`config.mk`:
```
export PLATFORM = sky130hd
export DESIGN_NAME = inst_fetcher_flat
export DESIGN_NICKNAME = d
export VERILOG_FILES = /design/src/rtl/inst_fetcher_pkg.sv /design/src/rtl/inst_fetcher_if.sv /design/src/rtl/inst_fetcher_queue.sv /design/src/rtl/inst_fetcher.sv /design/src/flat_wrapper.sv
export SDC_FILE = /design/constraint.sdc
export NUM_CORES = 1
export LEC_CHECK = 0
export ABC_CLOCK_PERIOD_IN_PS = 5720
export BUFFER_PORTS_ARGS = -buffer_cell sky130_fd_sc_hd__buf_2
export CAP_MARGIN = 20
export CORE_UTILIZATION = 40
export DETAILED_ROUTE_END_ITERATION = 8
export GPL_ROUTABILITY_DRIVEN = 0
export GPL_TIMING_DRIVEN = 0
export PLACE_DENSITY_LB_ADDON = 0.1
export SYNTH_ARGS = -nofsm -noshare
export SYNTH_HDL_FRONTEND = slang
export SYNTH_HIERARCHICAL = 1
export SYNTH_SLANG_ARGS = --single-unit
```
`constraint.sdc`:
```
create_clock -name clk -period 5.72 [get_ports clk]
set_input_delay 0 -clock clk [delete_from_list [all_inputs] [get_ports clk]]
set_output_delay 0 -clock clk [all_outputs]
set_load 0.01 [all_outputs]
```
`src/rtl/inst_fetcher_pkg.sv`:
```
// Shared types and constants for the instruction fetcher: opcodes, prediction flag,
// queue entry layout and fetch FSM states.
package inst_fetcher_pkg;

  // Same opcode encodings as the decoder.
  localparam logic [6:0] OPC_JAL    = 7'b1101111;
  localparam logic [6:0] OPC_BRANCH = 7'b1100011;

  localparam logic JUMP     = 1'b1;
  localparam logic NOT_JUMP = 1'b0;

  typedef struct packed {
    logic [31:0] inst;
    logic [31:0] pc;
    logic        pd;
  } iq_entry_t;

  typedef struct packed {
    logic [31:0] npc;
    logic        pd;
  } pred_t;

  typedef enum logic [1:0] {
    ST_IDLE,
    ST_WAIT,
    ST_DROP
  } fetch_state_t;

endpackage

```
`src/rtl/inst_fetcher_if.sv`:
```
// Fetcher bus bundle: memory-controller request/reply, ROB redirect, dispatch stall
// and the decoder-facing instruction stream.
interface inst_fetcher_if;
  logic        mc_en;
  logic [31:0] mc_addr;
  logic        mc_done;
  logic [31:0] mc_inst;
  logic        dp_stall;
  logic        rob_flush;
  logic [31:0] rob_pc;
  logic        dec_en;
  logic [31:0] dec_inst;
  logic [31:0] dec_pc;
  logic        dec_pd;

  modport master (
    output mc_en, mc_addr,
    input  mc_done, mc_inst,
    input  dp_stall, rob_flush, rob_pc,
    output dec_en, dec_inst, dec_pc, dec_pd
  );

  modport slave (
    input  mc_en, mc_addr,
    output mc_done, mc_inst,
    output dp_stall, rob_flush, rob_pc,
    input  dec_en, dec_inst, dec_pc, dec_pd
  );
endinterface

```
`src/rtl/inst_fetcher_queue.sv`:
```
// In-order instruction queue: DEPTH-entry synchronous FIFO with clear, gated by en.
// The head entry is read combinationally; the consumer registers it on pop.
module inst_fetcher_queue
  import inst_fetcher_pkg::*;
#(
  parameter int DEPTH = 8,
  parameter int AW    = 3
) (
  input  logic      clk,
  input  logic      rst,
  input  logic      en,
  input  logic      clear,
  input  logic      push,
  input  iq_entry_t push_data,
  input  logic      pop,
  output iq_entry_t head,
  output logic [AW:0] count
);

  iq_entry_t       mem [DEPTH];
  logic [AW-1:0]   wr_ptr_reg;
  logic [AW-1:0]   rd_ptr_reg;
  logic [AW:0]     count_reg;

  always_ff @(posedge clk) begin
    if (en && push && !clear) begin
      mem[wr_ptr_reg] <= push_data;
    end
  end

  // Pointers wrap naturally because DEPTH is a power of two.
  always_ff @(posedge clk) begin
    if (rst) begin
      wr_ptr_reg <= '0;
      rd_ptr_reg <= '0;
      count_reg  <= '0;
    end else if (en) begin
      if (clear) begin
        wr_ptr_reg <= '0;
        rd_ptr_reg <= '0;
        count_reg  <= '0;
      end else begin
        if (push) wr_ptr_reg <= wr_ptr_reg + 1'b1;
        if (pop)  rd_ptr_reg <= rd_ptr_reg + 1'b1;
        case ({push, pop})
          2'b10:   count_reg <= count_reg + 1'b1;
          2'b01:   count_reg <= count_reg - 1'b1;
          default: count_reg <= count_reg;
        endcase
      end
    end
  end

  assign head  = mem[rd_ptr_reg];
  assign count = count_reg;

endmodule

```
`src/rtl/inst_fetcher.sv`:
```
// Instruction fetcher: one outstanding memory request, static next-PC prediction,
// in-order queue toward the decoder, and ROB redirect handling.
module inst_fetcher
  import inst_fetcher_pkg::*;
#(
  parameter int IQ_DEPTH = 8,
  parameter int IQ_AW    = 3
) (
  input  logic clk,
  input  logic rst,
  input  logic rdy,
  inst_fetcher_if.master bus
);

  localparam logic [IQ_AW:0] DEPTH_C = (IQ_AW + 1)'(IQ_DEPTH);

  // JAL and backward conditional branches are predicted taken; everything else falls through.
  function automatic pred_t predict(input logic [31:0] inst, input logic [31:0] pc);
    pred_t       p;
    logic [31:0] jimm;
    logic [31:0] bimm;
    jimm  = {{12{inst[31]}}, inst[19:12], inst[20], inst[30:21], 1'b0};
    bimm  = {{20{inst[31]}}, inst[7], inst[30:25], inst[11:8], 1'b0};
    p.npc = pc + 32'd4;
    p.pd  = NOT_JUMP;
    if (inst[6:0] == OPC_JAL) begin
      p.npc = pc + jimm;
      p.pd  = JUMP;
    end else if (inst[6:0] == OPC_BRANCH && inst[31]) begin
      p.npc = pc + bimm;
      p.pd  = JUMP;
    end
    return p;
  endfunction

  fetch_state_t   state_reg;
  logic [31:0]    pc_reg;
  logic           mc_en_reg;
  logic [31:0]    mc_addr_reg;
  logic           dec_en_reg;
  logic [31:0]    dec_inst_reg;
  logic [31:0]    dec_pc_reg;
  logic           dec_pd_reg;

  pred_t          pred;
  iq_entry_t      push_data;
  iq_entry_t      head;
  logic [IQ_AW:0] count;
  logic           push;
  logic           pop;

  assign pred      = predict(bus.mc_inst, mc_addr_reg);
  assign push      = (state_reg == ST_WAIT) && bus.mc_done && !bus.rob_flush;
  assign pop       = !bus.dp_stall && !bus.rob_flush && (count != '0);
  assign push_data = '{inst: bus.mc_inst, pc: mc_addr_reg, pd: pred.pd};

  inst_fetcher_queue #(
    .DEPTH (IQ_DEPTH),
    .AW    (IQ_AW)
  ) u_queue (
    .clk       (clk),
    .rst       (rst),
    .en        (rdy),
    .clear     (bus.rob_flush),
    .push      (push),
    .push_data (push_data),
    .pop       (pop),
    .head      (head),
    .count     (count)
  );

  always_ff @(posedge clk) begin
    if (rst) begin
      state_reg    <= ST_IDLE;
      pc_reg       <= '0;
      mc_en_reg    <= 1'b0;
      mc_addr_reg  <= '0;
      dec_en_reg   <= 1'b0;
      dec_inst_reg <= '0;
      dec_pc_reg   <= '0;
      dec_pd_reg   <= NOT_JUMP;
    end else if (rdy) begin
      dec_en_reg <= 1'b0;
      if (bus.rob_flush) begin
        // A reply still in flight must be swallowed, hence DROP when none arrived yet.
        pc_reg    <= bus.rob_pc;
        mc_en_reg <= 1'b0;
        if (state_reg == ST_WAIT) begin
          state_reg <= bus.mc_done ? ST_IDLE : ST_DROP;
        end
      end else begin
        case (state_reg)
          ST_IDLE: begin
            if (count < DEPTH_C) begin
              state_reg   <= ST_WAIT;
              mc_en_reg   <= 1'b1;
              mc_addr_reg <= pc_reg;
            end
          end
          ST_WAIT: begin
            if (bus.mc_done) begin
              state_reg <= ST_IDLE;
              mc_en_reg <= 1'b0;
              pc_reg    <= pred.npc;
            end
          end
          ST_DROP: begin
            if (bus.mc_done) state_reg <= ST_IDLE;
          end
          default: begin
            state_reg <= ST_IDLE;
            mc_en_reg <= 1'b0;
          end
        endcase
        if (pop) begin
          dec_en_reg   <= 1'b1;
          dec_inst_reg <= head.inst;
          dec_pc_reg   <= head.pc;
          dec_pd_reg   <= head.pd;
        end
      end
    end
  end

  // A pulse registered just before a freeze stays pending and is seen once rdy returns.
  assign bus.mc_en    = mc_en_reg;
  assign bus.mc_addr  = mc_addr_reg;
  assign bus.dec_en   = dec_en_reg & rdy;
  assign bus.dec_inst = dec_inst_reg;
  assign bus.dec_pc   = dec_pc_reg;
  assign bus.dec_pd   = dec_pd_reg;

endmodule

```
`src/flat_wrapper.sv`:
```
// flat-port wrapper written by rule: the top's interface ports become plain ports
module inst_fetcher_flat import inst_fetcher_pkg::*;
#(
  parameter int IQ_DEPTH = 8,
  parameter int IQ_AW    = 3
)
  (clk, rst, rdy, bus_mc_en, bus_mc_addr, bus_mc_done, bus_mc_inst, bus_dp_stall, bus_rob_flush, bus_rob_pc, bus_dec_en, bus_dec_inst, bus_dec_pc, bus_dec_pd);
  inst_fetcher_if bus_i ();
  input  logic clk;
  input  logic rst;
  input  logic rdy;
  output wire logic [$bits(bus_i.mc_en)-1:0] bus_mc_en;
  output wire logic [$bits(bus_i.mc_addr)-1:0] bus_mc_addr;
  input wire logic [$bits(bus_i.mc_done)-1:0] bus_mc_done;
  input wire logic [$bits(bus_i.mc_inst)-1:0] bus_mc_inst;
  input wire logic [$bits(bus_i.dp_stall)-1:0] bus_dp_stall;
  input wire logic [$bits(bus_i.rob_flush)-1:0] bus_rob_flush;
  input wire logic [$bits(bus_i.rob_pc)-1:0] bus_rob_pc;
  output wire logic [$bits(bus_i.dec_en)-1:0] bus_dec_en;
  output wire logic [$bits(bus_i.dec_inst)-1:0] bus_dec_inst;
  output wire logic [$bits(bus_i.dec_pc)-1:0] bus_dec_pc;
  output wire logic [$bits(bus_i.dec_pd)-1:0] bus_dec_pd;
  assign bus_mc_en = bus_i.mc_en;
  assign bus_mc_addr = bus_i.mc_addr;
  assign bus_i.mc_done = bus_mc_done;
  assign bus_i.mc_inst = bus_mc_inst;
  assign bus_i.dp_stall = bus_dp_stall;
  assign bus_i.rob_flush = bus_rob_flush;
  assign bus_i.rob_pc = bus_rob_pc;
  assign bus_dec_en = bus_i.dec_en;
  assign bus_dec_inst = bus_i.dec_inst;
  assign bus_dec_pc = bus_i.dec_pc;
  assign bus_dec_pd = bus_i.dec_pd;
  inst_fetcher #(.IQ_DEPTH(IQ_DEPTH), .IQ_AW(IQ_AW)) u_core (.clk(clk), .rst(rst), .rdy(rdy), .bus(bus_i));
endmodule
```
==> results of run 1 <==
[cells in the mapped netlist, types with 6 or more instances]
master,count,area [um^2]
xnor2_1,25,219
buf_2,8,40.0
nand2b_1,9,56.3
a21oi_1,184,921
nor2b_1,6,37.5
ha_1,51,638
inv_1,23,86.3
mux4_2,130,2930
o21ai_0,43,215
o21ai_1,12,60.1
buf_1,12,45.0
dfxtp_1,146,2920
a21o_1,13,97.6
nor3_1,31,155
o221ai_1,10,87.6
nor2_1,87,327
nand3_1,35,175
buf_6,12,135
mux2_2,65,732
mux2i_1,8,80.1
and2_1,10,62.6
xor2_1,26,228
nor4_1,8,50.1
or3_1,10,62.6
o21bai_1,7,52.6
and3_1,14,87.6
edfxtp_1,520,15600
a311oi_1,6,52.6
clkbuf_1,86,323
a31oi_1,18,113
nand2_1,288,1080
nand4_1,16,100
o21a_1,8,60.1
a211oi_1,20,150
o211ai_1,12,90.1
[area by class of cell]
class / instances / area (um^2)
Antenna cell: 2 / 5.00
Buffer: 119 / 552
Clock buffer: 109 / 2170
Clock inverter: 29 / 322
Fill cell: 6310 / 36600
Inverter: 26 / 97.6
Multi-Input combinational cell: 1250 / 9900
Sequential cell: 666 / 18500
Tap cell: 950 / 1190
Timing Repair Buffer: 270 / 2260
[kinds of logic after synthesis]
group	count (synthesis)	share of synthesized area
muxes	204	0.129
adders and majority gates	53	0.0234
AOI/OAI and AO/OA	399	0.0868
DFF	666	0.639
xor gates and xnor gates	51	0.0154
and+or+nand+nor	543	0.0839
buffers and inverters	145	0.0223
[worst max-delay path by stage]
| stage | start | end | slack, ps |
|---|---|---|---|
| floorplan | bus_rob_flush | u_core/u_queue/mem[4][0] | 1130 |
| global placement | bus_rob_flush | u_core/u_queue/mem[4][38] | -3170 |
| detailed placement | bus_rob_flush | u_core/u_queue/mem[3][31] | 1680 |
| CTS | bus_rob_flush | u_core/u_queue/mem[3][17] | 1760 |
| global route | bus_rob_flush | u_core/u_queue/mem[3][17] | 1560 |
| finish | bus_rob_flush | u_core/u_queue/mem[3][17] | 1780 |
[layer usage]
| metal | vias up | part of all wire | track usage | routed length (um) |
|---|---|---|---|---|
| met1 | 9766 | 0.43 | 0.313 | 36900 |
| met3 | 156 | 0.057 | 0.0372 | 4900 |
| met4 | 0 | 0.038 | 0.0934 | 3280 |
| li1 | 8649 | - | - | - |
| met5 | - | 0 | 0 | 0 |
| met2 | 637 | 0.48 | 0.378 | 40900 |
[power breakdown]
group | switching (uW) | total, uW | leakage (uW) | internal [uW]
Sequential | 33.5 | 5250 | 0.00626 | 5210
Clock | 1950 | 4820 | 0.00121 | 2870
Combinational | 289 | 451 | 0.00469 | 161
[stage by stage]
step | hold slack [ps] | instances | util
after floorplan | 98.9 | 2061 | -
after global placement | 261 | 3179 | 0.434
after detailed placement | 266 | 3210 | 0.444
after CTS | 194 | 3419 | 0.489
after global routing | 235 | 3419 | 0.489
final | 218 | 3421 | 0.489
[timing repair]
item,in CTS,in global routing
endpoints found under the setup margin,0,0
endpoints found under the hold margin,304,0
hold buffers,71,0
==> flow_metrics.py, run 1 <==
metrics = {
    "logic_synthesis": {
        "yosysWarningCount": 6,
        "synth_edf_count": 520,
        "syn_area_um2": 29000,
        "syn_nets": 2184,
        "synth.distinct_cells": 86,
        "ys.flop_type": "edfxtp_1",
        "synthArstFlopShare": 0,
        "syn_avg_cell_area_um2": 14.1,
        "ys_ff_latch": 666,
        "yosysSeqAreaShare": 0.639,
        "syn_inst": 2061,
    },
    "floorplan": {
        "rows": 98,
        "die_w_um": 271,
        "initial_core_util": 0.405,
        "io_pins": 169,
        "die-area_um2": 73600,
        "die_h_um": 271,
        "core_um2": 71600,
    },
    "sta": {
        "setup_slack_ps": 1780,
        "worstMarginPinSlew_ps": 1150,
        "fmax_ghz": 0.254,
        "finalClockSkew_ps": 16.8,
        "final-hold-violation-count": 0,
        "maxSlewHeadroom": 0.228,
        "post-route-period-util": 0.688,
        "setup_viol": 0,
        "period_needed_ps": 3940,
        "fin_setup_tns_ps": 0,
        "rsz0062_at_grt": "no",
        "slew_violations": 0,
    },
    "cts": {
        "cts_root_buf": "clkbuf_16",
        "cts_tree": "done",
        "path_clk_slew_ps": 60,
        "postCtsSetupRepairBufs": 0,
        "cts_max_level": 3,
        "clockBufferDepth": 3,
        "cts_resized": 0,
        "cts_buffers": 75,
        "clk-insertion-delay-late_ps": 610,
        "cts_sinks": 666,
    },
    "finish": {
        "area_growth_pct": 20.7,
        "layout_commonest_cell": "edfxtp_1",
        "layout-drive-gt1-share": 0.224,
        "regMostFlops": "u_core/u_queue/mem",
        "mostFrequentLayoutCells": "edfxtp_1, nand2_1, a21oi_1",
        "fin_area_um2": 35000,
        "largest_reg_flops": 520,
        "nets": 2531,
    },
    "setup_path": {
        "critical_path.top_delay_family": "buffers and inverters",
        "critical_path.max_stage_delay_ps": 690,
        "cp-start-kind": "primary input",
        "crit_required_ps": 6020,
        "path_cells": "dlygate4sd3_1 -> buf_2 -> clkbuf_1 -> clkbuf_1 -> clkbuf_1 -> nor2_1 -> nor3b_1 -> nand2_1 -> nor2_4 -> buf_16 -> buf_16 -> buf_12",
        "slowest_stage": "nor2_4",
        "r2r_start": "u_core/bus.mc_addr[1]",
        "critPathBufInv": 8,
        "reg2reg_depth": 12,
        "critPathKind": "in -> reg",
        "crit_cells": 12,
        "end_kind": "flop",
        "r2r_end": "u_core/pc_reg[21]",
        "r2r_slack_ps": 2050,
        "crit_path_max_fanout": 20,
        "critPathMostFrequentCell": "clkbuf_1",
        "critPathArrivalTime_ps": 4240,
    },
    "run_status": {
        "status": "finished clean",
    },
    "place": {
        "portBuffers": 168,
        "dpl_cell_area_um2": 31800,
        "pre_cts_slack_ps": 1680,
        "hpwl_mm": 60.0,
    },
    "global_routing": {
        "grt_max_degree": 31,
        "grt_pass1_wl_mm": 126,
        "first_global_vias": 19200,
        "grt_antenna_before_repair": 2,
        "grt.total_usage": 0.233,
        "grt_overflow": 0,
    },
    "job": {
        "maxCapViolCount": 0,
    },
    "power_and_ir_drop": {
        "irDropWorstVdd_uv": 186,
        "leakage_uw": 0.0122,
        "power_uw": 10500,
        "p_per_area_nw_per_um2": 300,
    },
    "routing": {
        "vias": 19200,
        "drc": 0,
        "post_drt_wl_per_cell_um": 25.1,
        "wirelength_mm": 85.9,
        "drtIter0Drc": 1749,
        "final_antenna_net_count": 0,
        "via_per_inst": 5.61,
        "drt-pass1-iter-count": 7,
    },
    "worst_hold_path": {
        "hold_class": "in -> reg",
        "worstHoldStart": "bus_mc_inst[1]",
        "holdPathStages": 2,
        "holdPathEnd": "u_core/u_queue/mem[7][34]",
    },
}
Power figures use the tool's default switching activity.
==> inputs of run 2 (changes only) <==
--- a/config.mk
+++ b/config.mk
@@ -5,7 +5,8 @@
 export SDC_FILE = /design/constraint.sdc
 export NUM_CORES = 1
 export LEC_CHECK = 0
-export ABC_CLOCK_PERIOD_IN_PS = 5720
+export ABC_AREA = 1
+export ABC_CLOCK_PERIOD_IN_PS = 3900
 export BUFFER_PORTS_ARGS = -buffer_cell sky130_fd_sc_hd__buf_2
 export CAP_MARGIN = 20
 export CORE_UTILIZATION = 40
==> constraint.sdc (replaced) <==
create_clock -name clk -period 3.9 [get_ports clk]
set_input_delay 0 -clock clk [delete_from_list [all_inputs] [get_ports clk]]
set_output_delay 0 -clock clk [all_outputs]
set_load 0.01 [all_outputs]
==> run 2 against run 1 <==
  * Sequential power increased by 50%
  * Core utilization decreased by 0.80 points
  * Clock power grew 47%
  * Global-route usage grew 3.4 points
  * Worst hold slack lost 140 ps
  * Sequential share of layout area is 2.3 points lower
  * Clock-buffer cell count down 6
  * Power grew 53%
  * First-iteration DRC count rose by 42%
  * Critical path depth grew 4
==> flow_metrics.py, run 2 <==
metrics = {
    "cts": {
        "cts_sinks": 666,
        "path_clk_slew_ps": 60,
        "clk-insertion-delay-late_ps": 620,
        "cts_max_level": 3,
        "postCtsSetupRepairBufs": 0,
        "clockBufferDepth": 3,
        "cts_buffers": 74,
        "cts_root_buf": "clkbuf_16",
        "cts_tree": "done",
    },
    "sta": {
        "period_needed_ps": 3620,
        "slew_violations": 0,
        "worstMarginPinSlew_ps": 1150,
        "hold_ws_ps": 81.1,
        "setup_viol": 0,
        "post-route-period-util": 0.929,
        "maxSlewHeadroom": 0.236,
        "final-hold-violation-count": 0,
        "fin_setup_tns_ps": 0,
        "rsz0062_at_grt": "no",
        "fmax_ghz": 0.276,
        "finalClockSkew_ps": 32.5,
    },
    "finish": {
        "layout_commonest_cell": "nor2_1",
        "area_growth_pct": 18.9,
        "nets": 3740,
        "multi_input_area_um2": 10700,
        "layout-drive-gt1-share": 0.111,
        "mostFrequentLayoutCells": "nor2_1, nand2_1, edfxtp_1",
        "largest_reg_flops": 520,
        "nFillCells": 7295,
        "regMostFlops": "u_core/u_queue/mem",
        "seqCellArea_um2": 18500,
    },
    "logic_synthesis": {
        "synthArstFlopShare": 0,
        "syn_nets": 3404,
        "yosys.area.top_type_share": 0.507,
        "ys_ff_latch": 666,
        "yosysSeqAreaShare": 0.602,
        "ys_top_cells_by_count": "nor2_1, nand2_1, edfxtp_1",
        "synth_most_common_cell": "nor2_1",
        "synth.distinct_cells": 53,
        "syn_avg_cell_area_um2": 9.38,
        "synthTopCellsByArea": "edfxtp_1, dfxtp_1, nor2_1",
        "syn_area_um2": 30800,
        "yosysWarningCount": 6,
        "synth_top_cell_by_area": "edfxtp_1",
        "synth_edf_count": 520,
        "ys.flop_type": "edfxtp_1",
        "syn_inst": 3281,
    },
    "power_and_ir_drop": {
        "p_per_area_nw_per_um2": 439,
        "irDropWorstVdd_uv": 331,
        "switchingPower_uw": 3780,
        "p_int_uw": 12300,
        "swShare": 0.235,
        "seq_power_share": 0.491,
        "power_uw": 16100,
        "leakage_uw": 0.0141,
        "combPwrFrac": 0.068,
        "pwr-share-clk": 0.441,
    },
    "job": {
        "maxCapViolCount": 0,
    },
    "setup_path": {
        "critPathArrivalTime_ps": 4140,
        "crit_path_max_fanout": 13,
        "cp-start-kind": "flop",
        "reg2reg_depth": 16,
        "crit_required_ps": 4420,
        "r2r_end": "u_core/pc_reg[29]",
        "end_kind": "flop",
        "r2r_start": "u_core/bus.mc_addr[1]",
        "r2r_slack_ps": 280,
        "critPathKind": "reg -> reg",
        "critPathLaunch": "u_core/bus.mc_addr[1]",
    },
    "global_routing": {
        "grt_max_degree": 32,
        "first_global_vias": 24800,
        "grt_antenna_before_repair": 5,
        "grt_pass1_wl_mm": 155,
        "grt_overflow": 0,
        "grt.total_usage": 0.267,
    },
    "floorplan": {
        "die_h_um": 279,
        "die-area_um2": 78100,
        "core_um2": 76100,
        "initial_core_util": 0.405,
        "io_pins": 169,
        "rows": 101,
        "die_w_um": 279,
    },
    "place": {
        "hpwl_mm": 76.1,
        "portBuffers": 168,
    },
    "worst_hold_path": {
        "holdPathEnd": "u_core/u_queue/mem[3][64]",
        "hold_class": "in -> reg",
        "worstHoldStart": "bus_mc_inst[31]",
        "holdPathStages": 1,
    },
    "routing": {
        "via_per_inst": 5.45,
        "drc": 0,
        "post_drt_wl_per_cell_um": 22.3,
        "drt-pass1-iter-count": 6,
        "vias": 25600,
        "final_antenna_net_count": 0,
        "wirelength_mm": 105,
        "drtIter0Drc": 2475,
    },
    "run_status": {
        "status": "finished clean",
    },
}
## run 2: metrics by stage
| stage | instance area (um^2) | instances | util | setup slack [ps] |
|---|---|---|---|---|
| 5_1_grt | 36600 | 4708 | 0.481 | 84.1 |
| 3_5_place_dp | 33400 | 4500 | 0.439 | 153 |
| 3_3_place_gp | 32900 | 4479 | 0.433 | -3110 |
| 6_report | 36600 | 4709 | 0.481 | 278 |
| 4_1_cts | 36600 | 4707 | 0.481 | 173 |
| 2_1_floorplan | 30800 | 3281 | - | -483 |
## run 2: routing by layer
metal	track usage	routed length, um	up-vias
met5	0	16	-
met4	0.127	5160	2
met3	0.0364	7060	238
met2	0.441	49100	1086
met1	0.347	43600	12300
li1	-	-	12000
## run 2: how the worst max path moves through the flow
stage / cells after the start / slack (ps) / end
2_1_floorplan: 7 / -480 / u_core/u_queue/mem[0][0]
3_3_place_gp: 6 / -3110 / u_core/u_queue/mem[0][50]
3_5_place_dp: 16 / 150 / u_core/pc_reg[23]
4_1_cts: 16 / 170 / u_core/pc_reg[23]
5_1_grt: 16 / 80 / u_core/pc_reg[29]
6_report: 16 / 280 / u_core/pc_reg[29]
## run 2: repair_timing
action                                 in CTS  in global routing
endpoints found under the hold margin     295                  0
gates resized for setup                     0                  1
hold buffers                               70                  0
setup endpoints to repair                   0                  1
## run 2: critical path, cell delays in order (launching register included)
cell and delay (ps):
dfxtp_1 730, ha_1 370, inv_1 90, fa_1 390, inv_1 130, nand2_1 130
o21ai_1 370, nand3_1 140, nand3_1 220, nand2_1 130, nand3_1 110, nand2_1 50
nor2_1 280, nor2_1 80, nand2_1 130, nand2_1 80, a21oi_1 120
## run 2: logic make-up after synthesis
group / Yosys count / synth area share
and+or+nand+nor: 1441 / 0.190
AOI/OAI and AO/OA: 723 / 0.126
DFF: 666 / 0.602
buffers and inverters: 367 / 0.0513
adders and majority gates: 53 / 0.0220
xor gates and xnor gates: 31 / 0.00882
## run 2: cell type report
class,instances,area share
repair buffers,260,0.0537
inverters,200,0.0206
diodes,1,0.0000684
clock buffers,103,0.0570
multi-input cells,2248,0.293
clock inverters,34,0.0111
plain buffers,167,0.0226
flip-flops and latches,666,0.507
well taps,1030,0.0352
## run 2: power by group through the flow
| stage | Clock (uW) | Sequential, uW | Combinational [uW] |
|---|---|---|---|
| finish | 7080 | 7900 | 1100 |
| detailed placement | 0 | 8040 | 1020 |
| floorplan | 0 | 7940 | 598 |
| CTS | 7200 | 7890 | 1080 |
| global route | 7490 | 7890 | 1200 |
| global placement | 0 | 8040 | 1010 |
==> inputs of run 3 (changes only) <==
--- a/config.mk
+++ b/config.mk
@@ -5,10 +5,10 @@
 export SDC_FILE = /design/constraint.sdc
 export NUM_CORES = 1
 export LEC_CHECK = 0
-export ABC_AREA = 1
 export ABC_CLOCK_PERIOD_IN_PS = 3900
 export BUFFER_PORTS_ARGS = -buffer_cell sky130_fd_sc_hd__buf_2
 export CAP_MARGIN = 20
+export CORE_MARGIN = 2
 export CORE_UTILIZATION = 40
 export DETAILED_ROUTE_END_ITERATION = 8
 export GPL_ROUTABILITY_DRIVEN = 0
==> run 3 against run 2 <==
  * Non-clock buffer count fell by 37
  * Clock-buffer cell count down 2
  * Worst hold slack improved by 130 ps
  * Sequential share of layout area is 2.3 points higher
  * Sequential cell count stayed put
  * Combinational power shrank 41%
  * Power shrank 3.8%
  * Die area is 4.3% lower
==> flow_metrics.py, run 3 (synthesis results as in run 1) <==
metrics = {
    "run_status": {
        "status": "finished clean",
    },
    "cts": {
        "clockBufferDepth": 3,
        "cts_resized": 0,
        "cts_tree": "done",
        "cts_root_buf": "clkbuf_16",
        "cts_sinks": 666,
        "path_clk_slew_ps": 60,
        "cts_buffers": 75,
        "clk-insertion-delay-late_ps": 620,
        "cts_max_level": 3,
    },
    "global_routing": {
        "grt_pass1_wl_mm": 125,
        "first_global_vias": 19100,
        "grt.total_usage": 0.230,
        "grt_antenna_before_repair": 1,
        "grt_overflow": 0,
        "grt_max_degree": 31,
    },
    "routing": {
        "vias": 19300,
        "wirelength_mm": 85.5,
        "drtIter0Drc": 1748,
        "post_drt_wl_per_cell_um": 25.0,
        "final_antenna_net_count": 0,
        "via_per_inst": 5.65,
        "drt-pass1-iter-count": 6,
        "drc": 0,
    },
    "setup_path": {
        "critPathKind": "reg -> reg",
        "critPathArrivalTime_ps": 4200,
        "crit_required_ps": 4390,
        "end_kind": "flop",
        "cp-start-kind": "flop",
        "crit_path_max_fanout": 13,
        "reg2reg_depth": 12,
    },
    "place": {
        "portBuffers": 168,
        "hpwl_mm": 60.1,
        "pre_cts_slack_ps": -17.0,
    },
    "sta": {
        "hold_ws_ps": 212,
        "worstMarginPinSlew_ps": 1170,
        "setup_viol": 0,
        "period_needed_ps": 3710,
        "setup_slack_ps": 195,
        "finalClockSkew_ps": 24.5,
        "final-hold-violation-count": 0,
        "post-route-period-util": 0.950,
        "maxSlewHeadroom": 0.222,
        "rsz0062_at_grt": "no",
        "fin_setup_tns_ps": 0,
        "slew_violations": 0,
        "fmax_ghz": 0.270,
    },
    "worst_hold_path": {
        "holdPathStages": 2,
        "hold_class": "in -> reg",
    },
    "finish": {
        "largest_reg_flops": 520,
        "nets": 2532,
        "n_antenna_cell": 0,
        "layout_commonest_cell": "edfxtp_1",
        "layout-drive-gt1-share": 0.225,
        "mostFrequentLayoutCells": "edfxtp_1, nand2_1, a21oi_1",
        "area_growth_pct": 20.6,
        "regMostFlops": "u_core/u_queue/mem",
        "nFillCells": 6315,
        "multi_input_area_um2": 9900,
        "seqCellArea_um2": 18500,
    },
    "floorplan": {
        "initial_core_util": 0.405,
        "core_um2": 71600,
        "die-area_um2": 74700,
        "die_w_um": 273,
        "rows": 98,
        "io_pins": 169,
        "die_h_um": 273,
    },
    "power_and_ir_drop": {
        "leakage_uw": 0.0121,
        "power_uw": 15500,
        "p_per_area_nw_per_um2": 442,
        "irDropWorstVdd_uv": 303,
    },
    "job": {
        "maxCapViolCount": 0,
    },
}
run 3: changes by cell type in the layout (fill, tap and decap cells not counted), moves of 128 or more:
cell,delta
inv_1,-171
nand3_1,-128
o21ai_0,-290
mux4_2,+130
nand2_1,-252
nor2_1,-575
run 3: critical path: stages (launching register included):
cell,delay (ps)
dfxtp_1,690
ha_1,270
inv_1,60
fa_1,370
nor2b_1,220
o211ai_1,160
a21boi_1,380
o211ai_2,170
o21ai_1,300
a41o_1,390
o221ai_1,190
a221oi_2,270
o21ai_1,100
run 3: metrics by stage:
step | util | cell area [um^2] | std cells
4_1_cts | 0.488 | 35000 | 3416
3_3_place_gp | 0.434 | 31100 | 3179
2_1_floorplan | - | 29000 | 2061
3_5_place_dp | 0.444 | 31800 | 3210
6_report | 0.489 | 35000 | 3418
5_1_grt | 0.489 | 35000 | 3418
run 3: final cells by class:
| class | count | area share |
|---|---|---|
| inverter | 26 | 0.00279 |
| sequential | 666 | 0.530 |
| timing repair buffer | 271 | 0.0633 |
| buffer | 119 | 0.0158 |
| tap | 950 | 0.0340 |
| clock buffer | 101 | 0.0594 |
| clock inverter | 35 | 0.0121 |
| multi-input combinational | 1250 | 0.283 |
run 3: final timing paths:
check	from	to	slack, ps
max	u_core/bus.mc_addr[1]	u_core/pc_reg[21]	190
min	bus_mc_inst[1]	u_core/u_queue/mem[0][34]	210
max reg2reg	u_core/bus.mc_addr[1]	u_core/pc_reg[21]	190
min reg2reg	u_core/bus.dec_inst[18]	u_core/bus.dec_inst[18]	450
run 3: per-layer routing:
layer | vias up | wire length, um | track usage
met4 | 0 | 3340 | 0.0928
met2 | 654 | 40400 | 0.368
met1 | 9868 | 36600 | 0.312
met3 | 125 | 5090 | 0.0382
li1 | 8664 | - | -
met5 | - | 0 | 0
run 3: report_power, final:
part           switching [uW]  internal, uW  total [uW]  leakage (uW)
logic                     420           233         652       0.00468
clock network            2830          4290        7120       0.00120
registers                48.6          7650        7700       0.00626
total                    3300         12200       15500        0.0121
run 3: repair_timing:
action / CTS / global route
hold endpoints to repair: 304 / 0
setup buffers: 0 / 2
hold buffers: 70 / 0
endpoints found under the setup margin: 0 / 43
